File: config.mk
export PLATFORM = sky130hd
export DESIGN_NAME = image_loader
export DESIGN_NICKNAME = d
export VERILOG_FILES = /design/src/rtl/image_loader_pkg.sv /design/src/rtl/image_loader.sv
export SDC_FILE = /design/constraint.sdc
export NUM_CORES = 1
export LEC_CHECK = 0
export CAP_MARGIN = 20
export CORE_MARGIN = 2
export CORE_UTILIZATION = 42
export DETAILED_ROUTE_END_ITERATION = 12
export GPL_TIMING_DRIVEN = 0
export PLACE_DENSITY = 0.76
export SYNTH_ARGS = -nofsm -noshare
export SYNTH_HDL_FRONTEND = slang
export SYNTH_SLANG_ARGS = --single-unit
export TNS_END_PERCENT = 30
File: constraint.sdc
create_clock -name clk -period 2.3 [get_ports clk]
set_input_delay 0.46 -clock clk [delete_from_list [all_inputs] [get_ports clk]]
set_output_delay 0.46 -clock clk [all_outputs]
set_load 0.01 [all_outputs]
File: src/rtl/image_loader_pkg.sv
// Shared constants for the image loader: state encoding, frame geometry and digit width.
// Pixel width comes from `WD (global.v); a 16-bit fallback applies when it is not defined.
`ifndef WD
`define WD 16
`endif

package image_loader_pkg;

  localparam int unsigned IMG_WORDS_DEF = 1024;
  localparam int unsigned AW_DEF        = 10;
  localparam int unsigned DW_DEF        = `WD;
  localparam int unsigned DIGIT_W       = 4;
  localparam int unsigned CHK_W         = 16;

  localparam logic [2:0] ST_IDLE  = 3'd0;
  localparam logic [2:0] ST_LOAD  = 3'd1;
  localparam logic [2:0] ST_FLUSH = 3'd2;
  localparam logic [2:0] ST_GO    = 3'd3;
  localparam logic [2:0] ST_WAIT  = 3'd4;

endpackage

File: src/rtl/image_loader.sv
// Frame-load front end: streams one image into the image buffer, starts lenet, returns the digit.
// Optional IMG_LOADER_CHKSUM_EN adds a 16-bit per-frame checksum output (res_chksum).
module image_loader
  import image_loader_pkg::*;
#(
  parameter int unsigned IMG_WORDS = IMG_WORDS_DEF,
  parameter int unsigned AW        = AW_DEF,
  parameter int unsigned DW        = DW_DEF
) (
  input  logic               clk,
  input  logic               rst,
  input  logic               s_valid,
  input  logic [DW-1:0]      s_data,
  input  logic               s_last,
  output logic               s_ready,
  output logic               cenb,
  output logic [AW-1:0]      ab,
  output logic [DW-1:0]      db,
  output logic               go,
  input  logic               net_ready,
  input  logic [DIGIT_W-1:0] net_digit,
  output logic               res_valid,
  output logic [DIGIT_W-1:0] res_digit,
  output logic               res_err,
  output logic               busy
`ifdef IMG_LOADER_CHKSUM_EN
  ,
  output logic [CHK_W-1:0]   res_chksum
`endif
);

  logic [2:0]    state, state_d;
  logic [AW-1:0] cnt, cnt_d;
  logic          net_ready_q;
  logic          hs;
  logic          last_word;
  logic          frame_bad;
  logic          rise;
  logic          res_now;

  assign hs        = s_valid & s_ready;
  assign last_word = (cnt == AW'(IMG_WORDS - 1));
  assign rise      = net_ready & ~net_ready_q;
  assign res_now   = (state == ST_WAIT) & rise;
  assign busy      = (state != ST_IDLE);

  always_comb begin
    state_d   = state;
    cnt_d     = cnt;
    frame_bad = 1'b0;
    case (state)
      ST_IDLE, ST_LOAD: begin
        if (state == ST_IDLE) cnt_d = '0;
        if (hs) begin
          // s_last must coincide exactly with the final word; either mismatch aborts the frame.
          if (s_last != last_word) begin
            frame_bad = 1'b1;
            state_d   = ST_IDLE;
            cnt_d     = '0;
          end else if (last_word) begin
            state_d = ST_FLUSH;
            cnt_d   = '0;
          end else begin
            state_d = ST_LOAD;
            cnt_d   = cnt + 1'b1;
          end
        end
      end
      ST_FLUSH: state_d = ST_GO;
      ST_GO:    state_d = ST_WAIT;
      ST_WAIT:  if (rise) state_d = ST_IDLE;
      default:  state_d = ST_IDLE;
    endcase
  end

  always_ff @(posedge clk or posedge rst) begin
    if (rst) begin
      state       <= ST_IDLE;
      cnt         <= '0;
      s_ready     <= 1'b0;
      cenb        <= 1'b1;
      ab          <= '0;
      db          <= '0;
      go          <= 1'b0;
      net_ready_q <= 1'b0;
      res_valid   <= 1'b0;
      res_digit   <= '0;
      res_err     <= 1'b0;
    end else begin
      state       <= state_d;
      cnt         <= cnt_d;
      s_ready     <= (state_d == ST_IDLE) || (state_d == ST_LOAD);
      cenb        <= ~hs;
      if (hs) begin
        ab <= cnt;
        db <= s_data;
      end
      go          <= (state == ST_GO);
      // Sampled in every state so a level already high when WAIT is entered is not a rise.
      net_ready_q <= net_ready;
      res_valid   <= res_now;
      if (res_now) res_digit <= net_digit;
      res_err     <= frame_bad;
    end
  end

`ifdef IMG_LOADER_CHKSUM_EN
  logic [CHK_W-1:0] acc;
  logic [CHK_W-1:0] word16;

  assign word16 = CHK_W'(s_data);

  always_ff @(posedge clk or posedge rst) begin
    if (rst) begin
      acc        <= '0;
      res_chksum <= '0;
    end else begin
      if (hs) acc <= ((state == ST_IDLE) ? '0 : acc) + word16;
      if (res_now) res_chksum <= acc;
      else if (frame_bad) res_chksum <= '0;
    end
  end
`endif

endmodule

==> results.md <==
- Status: finished clean
- Worst-path clk slew: 0.08 ns
- Initial antenna violation count: 0
- CTS buffer count: 5
- Mapped Area: 2080 um^2
- Buffers on Ports: 60
- Total power: 1.66 mW
- Antenna-violating nets left: 0
- P_leak: 1.29 nW
- Worst Path Buf+Inv: 2
- Vias in the first global route: 1,445
- FF+latch count, synth: 49
- Final hold viol count: 0
- Total grt overflow: 0
- Ports: 61
- H-tree Lvls: 2
- Crit-path cells: ha_4 -> nand3_2 -> or3_1 -> buf_6 -> ha_4 -> nor4_4 -> buf_4 -> nand2_1 -> o211ai_1
- Share of post-route cells with drive strength above 1: 0.244
- Largest area contributor in the synthesized netlist: dfrtp_1
- CTS sink cnt: 49
- Max-capacitance violation count: 0
- # setup viols final: 0
- Peak supply drop: 0.000376 V
- Number of synthesized flops with an enable pin: 0
- HP Class: in2async
- Fmax achieved: 465 MHz
- Unique masters post-synth: 33
- Skew final: 0.00613 ns
- First-pass GRT wire length: 6350 um
- Die width: 74.4 um
- Largest net degree at the start of global routing: 34
- Critical path depth: 9
- Gp weighted congestion: 0.843
- Post-Layout Cell Count: 305
- DR pass1 iterations: 4
- Syn nets: 192
- Rows: 25
- Top-area cell type share of the netlist area: 0.577
- Max Slew Vio Count: 0
- Die Y: 74.4 um
- Synth warn: 0
- Tcrit/Tclk final: 0.935
- CP arrival: 2.36 ns
- Core area: 4750 um^2
- Wirelength per Cell: 12.3 um
- CTS max path bufs: 2
- Maximum fanout along the worst path: 6
- CP startpoint: cnt[1]
- Layout overhead on the synthesized area: 41.4%
- CP peak stage delay: 0.41 ns
- Async SR Flop Fraction: 1.00
- Crit-path slowest cell: dfrtp_2
- Worst-case reg-to-reg path depth: 9
- Post-DP HPWL: 2760 um
- Dpl cells: 292
- Reg-to-reg slack, setup: 0.15 ns
- CTS root buf: clkbuf_8
- Global Route Usage Sum: 0.152
- Synth Instances: 164
- Most used cell, CP: ha_4
- Filler cells: 402
- RR Startpoint: cnt[1]
- Die footprint: 5530 um^2
- Final worst path period need: 2.15 ns
- Critical setup path kind: reg2reg
- Crit end category: flop
- Ys flop type: dfrtp_1
- RSZ-0062 raised after global routing: no
- First DRT Iteration DRCs: 47
- Ant. Diodes: 0
- CP Launch Type: flop
- Residual DRC: 0
- Most common cell after layout, fill and taps aside: clkdlybuf4s50_1
- Final nets: 265
- Sequential fraction of the synthesis area: 0.590
- Final WL: 3740 um
- Most frequent cells in the layout: clkdlybuf4s50_1 (60), dfrtp_1 (47), mux2_2 (29)
- Slew @ Worst Pin: 0.369 ns
- Hold buffer count at CTS: 0
- Syn Area/Cell: 12.7 um^2
- CTS tree: done
- Starting Density: 0.438
- R2R Path End: cnt[7]
- Via density: 4.92
- Slew margin rel.: 0.753
- Vias: 1,502
- Crit path required time: 2.51 ns
- PwrDens: 566 nW/um^2
- Worst skew pair latency: 0.29 ns
- Final Hold Slack: 0.452 ns
- Crit path max-delay family: simple AND/OR/NAND/NOR gates
- Ranking of synthesized cells by area: dfrtp_1 (58%), mux2_2 (16%), nand3_1 (2.2%), nand2_1 (2.0%), ha_1 (1.8%)
==> worst max-delay path by stage <==
stage	endpoint	slack [ns]
final	cnt[7]	0.15
after global routing	cnt[7]	0.03
after CTS	cnt[2]	0.01
after detailed placement	cnt[2]	-0.22
after global placement	cnt[0]	-0.28
after floorplan	cnt[8]	0.05
==> final cells by class <==
type | instances | area (um^2) | share of cell area
Buffer | 9 | 60.1 | 0.0204
Timing Repair Buffer | 66 | 658 | 0.224
Inverter | 6 | 22.5 | 0.00765
Sequential cell | 49 | 1230 | 0.418
Tap cell | 67 | 83.8 | 0.0285
Multi-Input combinational cell | 100 | 800 | 0.272
Clock buffer | 8 | 90.1 | 0.0306
==> stage by stage <==
step / setup TNS (ns) / setup slack [ns] / util / instance area [um^2]
2_1_floorplan: 0 / 0.0506 / - / 2080
3_3_place_gp: -14.38 / -0.284 / 0.582 / 2770
3_5_place_dp: -1.06 / -0.216 / 0.586 / 2790
4_1_cts: 0 / 0.00987 / 0.608 / 2890
5_1_grt: 0 / 0.0269 / 0.619 / 2940
6_report: 0 / 0.149 / 0.619 / 2940
==> Yosys cell counts (2+ instances only) <==
| master | n |
|---|---|
| dfrtp_1 | 48 |
| nor2b_1 | 2 |
| nor2_1 | 6 |
| a211o_1 | 2 |
| ha_1 | 3 |
| a21oi_1 | 6 |
| a22oi_1 | 2 |
| nand4_1 | 3 |
| inv_1 | 6 |
| o21ai_0 | 6 |
| nand2_1 | 11 |
| mux2i_1 | 2 |
| or3_1 | 2 |
| nand3_2 | 2 |
| buf_2 | 6 |
| mux2_2 | 29 |
| buf_4 | 2 |
| o22ai_1 | 2 |
| nand3_1 | 9 |
| and3_1 | 2 |
==> worst register-to-register path, delay by kind of cell (launching register included) <==
family / cells / cell delay, ns
flops: 1 / 0.41
compound gates: 1 / 0.15
buf+inv: 2 / 0.33
simple gates: 4 / 0.79
fa+ha+maj: 2 / 0.39
==> per-layer routing <==
| metal | wire [um] | up-vias | global-route usage |
|---|---|---|---|
| met5 | 0 | - | 0 |
| met4 | 53 | 0 | 0.0556 |
| met3 | 238 | 6 | 0.0528 |
| met2 | 1840 | 47 | 0.253 |
| met1 | 1600 | 723 | 0.182 |
| li1 | - | 726 | - |
==> flip-flops by register name (all words and copies together), names as in the netlist, 3 cells and up <==
name and count:
res_digit 4, ab 10, state 3, cnt 10, db 16
==> power breakdown <==
part	total, mW	internal, mW	switching [mW]
clock network	0.498	0.245	0.253
logic	0.245	0.153	0.0917
registers	0.922	0.900	0.0214
total	1.66	1.30	0.366
==> repair_timing <==
item,4_1_cts,5_1_grt
setup buffers,2,3
gates resized for setup,1,6
setup endpoints to repair,8,8
pin swaps,1,4
gates cloned,0,0
==> cells by family (layout without fill, tap and decap cells) <==
family	after synthesis	in the layout	synth area share
multiplexers	31	31	0.167
AND/OR/NAND/NOR	43	43	0.117
adder cells (fa/ha/maj)	3	3	0.0180
flip-flops	49	49	0.590
buffers and inverters	15	89	0.0379
AO/OA/AOI/OAI	22	22	0.0668
XOR/XNOR	1	1	0.00421
Note: power is estimated with default switching activity, not from simulation.
